==> src/rtl/mil_bc_sched.sv <==
// Bus-controller message scheduler: sends a command word (plus FIFO data for BC->RT), then waits for
// the RT status with a timeout, retries on faults and forwards RT->BC data words to the host.
`timescale 1ns/1ps
module mil_bc_sched #(
  parameter int unsigned TIMEOUT_CYC = 700,
  parameter int unsigned MAX_RETRY   = 1
) (
  input  logic        clk,
  input  logic        R,
  input  logic        start,
  input  logic [4:0]  rt_addr,
  input  logic [4:0]  sub_addr,
  input  logic        tr,
  input  logic [4:0]  wc,
  input  logic        wr_en,
  input  logic [15:0] wr_dat,
  output logic [5:0]  fifo_cnt,
  output logic        txen,
  output logic [15:0] tx_dat,
  output logic        tx_cw,
  input  logic        en_tx,
  input  logic        T_end,
  input  logic        ok_rx,
  input  logic [15:0] sr_dat,
  input  logic        CW_DW,
  output logic [15:0] rd_dat,
  output logic        rd_vld,
  output logic [15:0] status_word,
  output logic        busy,
  output logic        done,
  output logic [1:0]  err
);

  typedef enum logic [2:0] {StIdle, StTxCw, StTxDw, StWaitSw, StRxDw, StDone} state_e;

  logic [15:0] mem_q [32];
  logic [5:0]  wr_ptr_q, rd_ptr_q, wk_ptr_q;
  state_e      state_q;
  logic [15:0] cw_q;
  logic        sent_q;
  logic [5:0]  cnt_q;
  logic [15:0] timer_q;
  logic [1:0]  retry_q;

  logic [5:0]  n_in, n_words;
  logic [15:0] timer_inc;
  logic        tmo, fault, can_retry;
  logic [1:0]  fault_code;

  // Count is measured against the committed pointer, so unacknowledged words stay queued.
  assign fifo_cnt  = wr_ptr_q - rd_ptr_q;
  assign n_in      = {wc == 5'd0, wc};
  assign n_words   = {cw_q[4:0] == 5'd0, cw_q[4:0]};
  assign timer_inc = timer_q + 16'd1;
  assign tmo       = (timer_inc == 16'(TIMEOUT_CYC));
  assign can_retry = (32'(retry_q) < MAX_RETRY);

  always_comb begin
    fault      = 1'b0;
    fault_code = 2'b00;
    if (state_q == StWaitSw) begin
      if (ok_rx && CW_DW) begin
        if (sr_dat[15:11] != cw_q[15:11]) begin
          fault      = 1'b1;
          fault_code = 2'b10;
        end
      end else if (tmo) begin
        fault      = 1'b1;
        fault_code = 2'b01;
      end
    end else if (state_q == StRxDw) begin
      if (ok_rx) begin
        if (CW_DW) begin
          fault      = 1'b1;
          fault_code = 2'b10;
        end
      end else if (tmo) begin
        fault      = 1'b1;
        fault_code = 2'b01;
      end
    end
  end

  always_ff @(posedge clk) begin
    if (wr_en && (fifo_cnt != 6'd32)) mem_q[wr_ptr_q[4:0]] <= wr_dat;
  end

  always_ff @(posedge clk or negedge R) begin
    if (!R) begin
      wr_ptr_q <= '0;
    end else if (wr_en && (fifo_cnt != 6'd32)) begin
      wr_ptr_q <= wr_ptr_q + 6'd1;
    end
  end

  always_ff @(posedge clk or negedge R) begin
    if (!R) begin
      state_q     <= StIdle;
      rd_ptr_q    <= '0;
      wk_ptr_q    <= '0;
      cw_q        <= '0;
      sent_q      <= 1'b0;
      cnt_q       <= '0;
      timer_q     <= '0;
      retry_q     <= '0;
      txen        <= 1'b0;
      tx_dat      <= '0;
      tx_cw       <= 1'b0;
      rd_dat      <= '0;
      rd_vld      <= 1'b0;
      status_word <= '0;
      busy        <= 1'b0;
      done        <= 1'b0;
      err         <= 2'b00;
    end else begin
      txen   <= 1'b0;
      rd_vld <= 1'b0;
      done   <= 1'b0;
      unique case (state_q)
        StIdle: begin
          if (start) begin
            cw_q     <= {rt_addr, tr, sub_addr, wc};
            busy     <= 1'b1;
            err      <= 2'b00;
            retry_q  <= '0;
            wk_ptr_q <= rd_ptr_q;
            sent_q   <= 1'b0;
            if (!tr && (fifo_cnt < n_in)) begin
              err     <= 2'b11;
              state_q <= StDone;
            end else begin
              state_q <= StTxCw;
            end
          end
        end
        StTxCw: begin
          if (!sent_q) begin
            if (!en_tx) begin
              txen   <= 1'b1;
              tx_dat <= cw_q;
              tx_cw  <= 1'b1;
              sent_q <= 1'b1;
            end
          end else if (T_end) begin
            if (cw_q[10]) begin
              state_q <= StWaitSw;
              timer_q <= '0;
            end else begin
              state_q  <= StTxDw;
              txen     <= 1'b1;
              tx_dat   <= mem_q[wk_ptr_q[4:0]];
              tx_cw    <= 1'b0;
              wk_ptr_q <= wk_ptr_q + 6'd1;
              cnt_q    <= 6'd1;
            end
          end
        end
        StTxDw: begin
          if (T_end) begin
            if (cnt_q == n_words) begin
              state_q <= StWaitSw;
              timer_q <= '0;
            end else begin
              txen     <= 1'b1;
              tx_dat   <= mem_q[wk_ptr_q[4:0]];
              wk_ptr_q <= wk_ptr_q + 6'd1;
              cnt_q    <= cnt_q + 6'd1;
            end
          end
        end
        StWaitSw, StRxDw: begin
          timer_q <= timer_inc;
          if (state_q == StWaitSw && ok_rx && CW_DW) status_word <= sr_dat;
          if (fault) begin
            if (can_retry) begin
              retry_q  <= retry_q + 2'd1;
              wk_ptr_q <= rd_ptr_q;
              sent_q   <= 1'b0;
              state_q  <= StTxCw;
            end else begin
              err     <= fault_code;
              state_q <= StDone;
            end
          end else if (state_q == StWaitSw) begin
            if (ok_rx && CW_DW) begin
              if (cw_q[10]) begin
                state_q <= StRxDw;
                timer_q <= '0;
                cnt_q   <= '0;
              end else begin
                rd_ptr_q <= wk_ptr_q;
                state_q  <= StDone;
              end
            end
          end else if (ok_rx && !CW_DW) begin
            rd_dat  <= sr_dat;
            rd_vld  <= 1'b1;
            timer_q <= '0;
            cnt_q   <= cnt_q + 6'd1;
            if ((cnt_q + 6'd1) == n_words) state_q <= StDone;
          end
        end
        StDone: begin
          done    <= 1'b1;
          busy    <= 1'b0;
          state_q <= StIdle;
        end
        default: state_q <= StIdle;
      endcase
    end
  end

endmodule

==> config.mk <==
export PLATFORM = sky130hd
export DESIGN_NAME = mil_bc_sched
export DESIGN_NICKNAME = d
export VERILOG_FILES = /design/src/rtl/mil_bc_sched.sv
export SDC_FILE = /design/constraint.sdc
export NUM_CORES = 1
export LEC_CHECK = 0
export CAP_MARGIN = 15
export CORE_ASPECT_RATIO = 1.4
export CORE_MARGIN = 2
export CORE_UTILIZATION = 60
export DETAILED_ROUTE_END_ITERATION = 10
export GPL_TIMING_DRIVEN = 0
export PLACE_DENSITY = 0.77
export SLEW_MARGIN = 20
export SYNTH_ARGS = -nofsm -noshare
export SYNTH_HDL_FRONTEND = slang
export SYNTH_SLANG_ARGS = --single-unit
==> constraint.sdc <==
create_clock -name clk -period 5.2 [get_ports clk]
set_input_delay 1.04 -clock clk [delete_from_list [all_inputs] [get_ports clk]]
set_output_delay 1.04 -clock clk [all_outputs]
set_load 0.05 [all_outputs]
# [Word level (Yosys, flattened, before mapping)]
# Memories as Yosys holds them, arrays and structs flattened.
# Index checks and enable logic that the tools add are counted.
[classes] add_sub_neg=6 magnitude_cmp=2 n_eq_ne=34 muxes=101 bitwise_logic=3 n_reduce_logical=32
[ops] cell="16-bit 2-to-1 mux" count=16
[ops] cell="6-bit 2-to-1 mux" count=18
[ops] cell="16-bit one-hot mux with 3 select lines" count=1
[ops] cell="3-bit 2-to-1 mux" count=12
[ops] cell="1-bit 2-to-1 mux" count=32
[ops] cell="16-bit one-hot mux with 2 select lines" count=1
[ops] cell="2-bit inequality test, second input constant" count=14
[ops] cell="2-bit 2-to-1 mux" count=13
[ops] cell="6-bit one-hot mux with 4 select lines" count=1
[ops] cell="4-bit AND reduction" count=5
[ops] cell="6-bit by 1-bit adder with 6-bit output, second input constant" count=3
[ops] cell="3-bit inequality test, second input constant" count=6
[ops] cell="6-bit one-hot mux with 3 select lines" count=1
[ops] cell="16-bit by 1-bit adder with 16-bit output, second input constant" count=1
[ops] cell="16-bit by 10-bit == test with 1-bit output, second input constant" count=1
[ops] cell="6-bit == test" count=2
[ops] cell="4-bit inequality test, second input constant" count=3
[ops] cell="3-bit one-hot mux with 4 select lines" count=1
[ops] cell="6-bit AND reduction" count=2
[ops] cell="5-bit zero test" count=2
[ops] cell="10-bit AND reduction" count=1
[ops] cell="9-bit AND reduction" count=1
[ops] cell="2-bit one-hot mux with 2 select lines" count=2
[ops] cell="8-bit AND reduction" count=1
[ops] cell="22 further kinds" count=38
[word_totals] reg_bits=117 mem_bits_rw=512 inputBits=56 output_inout_bits=61 wordCells=197 memories=1
[memory_table] memory="mem_q" words=32 word_bits=16 read_ports=1 rd_ports_with_merged_regs=0 wr=1 line_no="36" text="logic [15:0] mem_q [32];"

# [Logic depth before layout (Yosys ltp)]
[logic_depth] ltp_word=9 ltp_mapped=13 mapped_depth_nobuf=13

# [Worst setup path after synthesis]
# Ideal clock, no wire load.
[synth_timing] path_type="reg-to-reg" from="register wr_ptr_q[0]" to="memory mem_q[31][0] (enable)" setup_ns=0.388 t_arrival_ns=3.818 t_required_ns=4.812 setup_slack_ns=0.993 stages_incl_launch_ff=12 path_buffers=0 period_less_slack_ns=4.207 cell_sequence="dfrtp_1 inv_1 ha_1 inv_1 fa_1 a21o_1 a21oi_1 xnor2_1 o21ba_2 a31oi_1 nand2_1 nor2_1"
[synth_via] elab_chain_len=5
[synth_lines] element="start: declaration" line_no="37" text="logic [5:0] wr_ptr_q, rd_ptr_q, wk_ptr_q;"
[synth_lines] element="start signal: assignment" line_no="92" text="wr_ptr_q <= wr_ptr_q + 6'd1;"
[synth_lines] element="6-bit subtractor" line_no="51" text="assign fifo_cnt = wr_ptr_q - rd_ptr_q;"
[synth_lines] element="named net fifo_cnt[4]" line_no="17" text="output logic [5:0] fifo_cnt,"
[synth_lines] element="6-bit inequality test" line_no="85" text="if (wr_en && (fifo_cnt != 6'd32)) mem_q[wr_ptr_q[4:0]] <= wr_dat;"
[synth_lines] element="1-bit logical AND" line_no="85"
[synth_lines] element="1-bit 2-to-1 mux" line_no="85"
[synth_lines] element="1-bit 2-to-1 mux (not written as such)" line_no="85"
[synth_lines] element="end: declaration" line_no="36"
# The timed path passes the listed nets, and every way through them passes these cells.

# [Worst setup path in the final report]
[layout_timing] from="register wr_ptr_q[0]" to="memory mem_q[7][13] (enable)"
[layout_via] elab_chain_len=5
[layout_lines] element="6-bit subtractor" line_no="51"
[layout_lines] element="6-bit inequality test" line_no="85"
[layout_lines] element="1-bit logical AND" line_no="85"
[layout_lines] element="1-bit 2-to-1 mux" line_no="85"
[layout_lines] element="1-bit 2-to-1 mux (not written as such)" line_no="85"
# Parallel ways exist; a longest one is shown, timed or not.

==> summary.txt <==
Clock tree
  – Clk pin slew, worst setup/hold paths: roughly 0.070 ns
  – Worst-skew pair later-pin latency: a little over 0.6 ns
  – Root buffer cell: clkbuf_16
  – Clk sinks: 629
  – CTS tree: done
  – Post-CTS resize count: 0
  – Num CTS Buffers: 57
  – Post-CTS setup buffer count: 0
  – Clk buf depth: 3
  – # hold bufs at CTS: 0
  – H-Tree Depth: 2

Detailed routing
  – Routed vias: between 10000 and 15000
  – Drt first pass iters: 5
  – DRT antenna net count: 0
  – Vias per cell: about 6.4
  – DRC viols: 0
  – Wirelength per Cell: about 28 um
  – WL final: about 63000 um
  – Initial drt markers: between 1000 and 1500

Yosys
  – Avg Cell Area, Syn: roughly 18 um2
  – Mapped Area: 25800 um2
  – Ys flop type: edfxtp_1
  – Syn Nets: between 1500 and 2000
  – Yosys reg bits: 629
  – Cells after Synth: around 1400
  – Yosys cell types: 65
  – Async set-reset flop share out of synthesis: between 10% and 20%
  – Register area share after synthesis: about 71%
  – Post-synth EDFFs: between 500 and 600
  – Yosys warnings: 0

Timing
  – Final Hold Viols: 0
  – Slew @ Worst Pin: roughly 1.1 ns
  – Fmax: approximately 220 MHz
  – Setup WS post-layout: 0.595 ns
  – Worst clock skew: about 0.027 ns
  – Final Setup Violations: 0
  – Worst Hold Slack: between 0.3 and 0.4 ns
  – Fin crit period: 4.60 ns
  – Slew margin rel.: a little over a quarter
  – RSZ-0062 raised after global routing: no
  – Max-slew violation total from the final report: 0
  – Final period util: ~89%

Status
  – Status: complete, no violations

Floorplan
  – Die Y: roughly 250 um
  – Die area: between 40000 and 50000 um2
  – Die Width: about 180 um
  – Io pins: roughly 120
  – Core Area: 42300 um2
  – Initial Util: around three fifths
  – FP Rows: between 80 and 90

Setup path
  – Req. time, crit path: roughly 5.5 ns
  – Worst setup EP type: flip-flop
  – Critical path arrival: between 4 and 5 ns
  – Crit path cell chain: inv_1, ha_1, inv_1, fa_1, a21o_1, a21oi_1, xnor2_1, o21ba_2, a31oi_1, nand2_1, nor2_2, buf_6
  – CP max stage cell: nor2_2
  – CP dominant cell by count: inv_1
  – Critical path launch point type: flip-flop
  – CP max stage delay: ~0.72 ns
  – Worst-path fanout max: 10
  – Crit Path Category: reg2reg

Layout
  – Multi-input logic area: 7200 um2
  – Fill count: 2644
  – Register Area: between 15000 and 20000 um2
  – Nets: around 1700
  – Layout cells sized above 1: 23.6%
  – Post-route insts no fill: between 2000 and 2500
  – Final instance area: around 30000 um2
  – Layout area overhead: 16.0%

GRT
  – Number of global-route vias before repair: ~15000
  – Largest net degree at the start of global routing: 83
  – Initial antenna violation count: 1
  – Global-route wire length before repair: 92800 um
  – Grt total ovfl: 0
  – GRT Util Overall: between 20% and 30%

Place
  – Hpwl dp: between 40000 and 50000 um
  – Placed cell count: about 2100
  – Dpl ws: about 0.73 ns
  – Dpl cell area: 28100 um2
  – Final GP Congestion: approximately 0.88
  – Buffers on Ports: around 120

Power and ir drop
  – Maximum vdd drop: about 0.44 mV
  – Cell area power density: 578 nW/um2
  – Leakage power: a little over 10 nW

Min path
  – Min-delay worst type: in2async

Job
  – Max Cap Viol: 0
## synth_stat cells (5+ instances only)
master / instances / area (um2)
a211oi_1: 5 / 37.5
clkbuf_1: 52 / 195
nor2_1: 64 / 240
buf_1: 17 / 63.8
mux2i_1: 19 / 190
and3_1: 7 / 43.8
xnor2_1: 15 / 131
a21oi_1: 17 / 85.1
or3_1: 7 / 43.8
nand4_1: 7 / 43.8
and2_1: 5 / 31.3
o31ai_1: 12 / 90.1
nor3_1: 11 / 55.1
nand3_1: 20 / 100
dfrtp_1: 117 / 2930
nor2b_1: 10 / 62.6
a21o_1: 5 / 37.5
xor2_1: 11 / 96.3
ha_1: 19 / 238
nand2_1: 104 / 390
o21a_1: 5 / 37.5
buf_2: 5 / 25.0
a31oi_1: 6 / 37.5
mux4_2: 160 / 3600
mux2_2: 43 / 484
o21ai_0: 72 / 360
nand3b_1: 5 / 37.5
edfxtp_1: 512 / 15400
inv_1: 24 / 90.1
## per-stage QoR
step                util (%)  power (W)  setup TNS [ns]
floorplan                  -     0.0109               0
global placement        65.3     0.0129         -168.64
detailed placement      66.3     0.0131               0
CTS                     70.7     0.0173               0
global route            70.6     0.0180               0
finish                  70.6     0.0173               0
## sequential cells by signal (all words and copies together) (netlist names), 2 cells and up
register     cells
tx_dat          16
retry_q          2
rd_dat          16
wr_ptr_q         6
rd_ptr_q         6
mem_q          512
cnt_q            6
state_q          3
timer_q         16
wk_ptr_q         6
cw_q            16
err              2
status_word     16
## report_power, final
group | leakage, nW | switching, W | internal, W | total, W
Clock | 0.916 | 0.00183 | 0.00234 | 0.00417
Combinational | 3.13 | 0.00401 | 0.00260 | 0.00660
Sequential | 6.09 | 0.000403 | 0.00611 | 0.00652
## path summary, 6_finish.rpt
check	slack, ns	end	start	cells past startpoint
max in group asynchronous	4.12	timer_q[5]	R	2
hold / removal	0.32	cnt_q[2]	R	1
setup / recovery	0.60	mem_q[7][13]	wr_ptr_q[0]	12
setup reg to reg	0.60	mem_q[7][13]	wr_ptr_q[0]	12
min in group clk	0.48	rd_dat[6]	rd_dat[6]	2
hold reg to reg	0.48	rd_dat[6]	rd_dat[6]	2
## layout make-up
cell class / instances / share of cell area, %
plain buffers: 75 / 0.971
flip-flops and latches: 629 / 61.2
repair buffers: 145 / 4.87
inverters: 24 / 0.301
clock inverters: 33 / 1.00
clock buffers: 72 / 5.24
multi-input cells: 699 / 24.1
diodes: 2 / 0.0167
well taps: 546 / 2.29
## routing by layer
| metal | track usage (%) | routed length (um) | up-vias |
|---|---|---|---|
| met5 | 0 | 0 | - |
| met1 | 35.6 | 21900 | 7349 |
| met3 | 5.40 | 5210 | 141 |
| met4 | 11.7 | 2860 | 0 |
| met2 | 49.7 | 32600 | 747 |
| li1 | - | - | 6099 |
## placed cells by master (no fill, tap or decap), drive strengths merged, types with 6 or more instances in the layout
master / count
a21oi: 17
nor2: 65
buf: 66
dfrtp: 117
clkdlybuf4s50: 100
clkinv: 25
mux4: 160
edfxtp: 512
inv: 25
a31oi: 6
and3: 7
mux2i: 19
nand4: 8
o31ai: 12
nand2: 104
nor3: 11
nor4: 6
o21ai: 72
mux2: 44
nand3: 20
nor2b: 10
clkbuf: 126
ha: 19
or3: 7
xnor2: 15
xor2: 11
## logic make-up (layout without fill, tap and decap cells)
| kind of cell | count (synthesis) | in the layout | share of synthesized area [%] |
|---|---|---|---|
| buffers and inverters | 99 | 349 | 1.47 |
| adder cells (fa/ha/maj) | 20 | 20 | 1.00 |
| flip-flops | 629 | 629 | 71.0 |
| multiplexers | 223 | 223 | 16.6 |
| AND/OR/NAND/NOR | 272 | 272 | 5.10 |
| other | 0 | 2 | 0 |
| XOR/XNOR | 26 | 26 | 0.884 |
| AO/OA/AOI/OAI | 158 | 158 | 3.89 |
## critical path, delay by kind of cell, from the launching register on
kind            cells  cell delay [ns]
buf+inv             3             0.47
compound gates      4             1.22
simple gates        2             1.37
flops               1             0.42
xor+xnor            1             0.21
fa+ha+maj           2             0.60
Note: power is estimated with default switching activity, not from simulation.
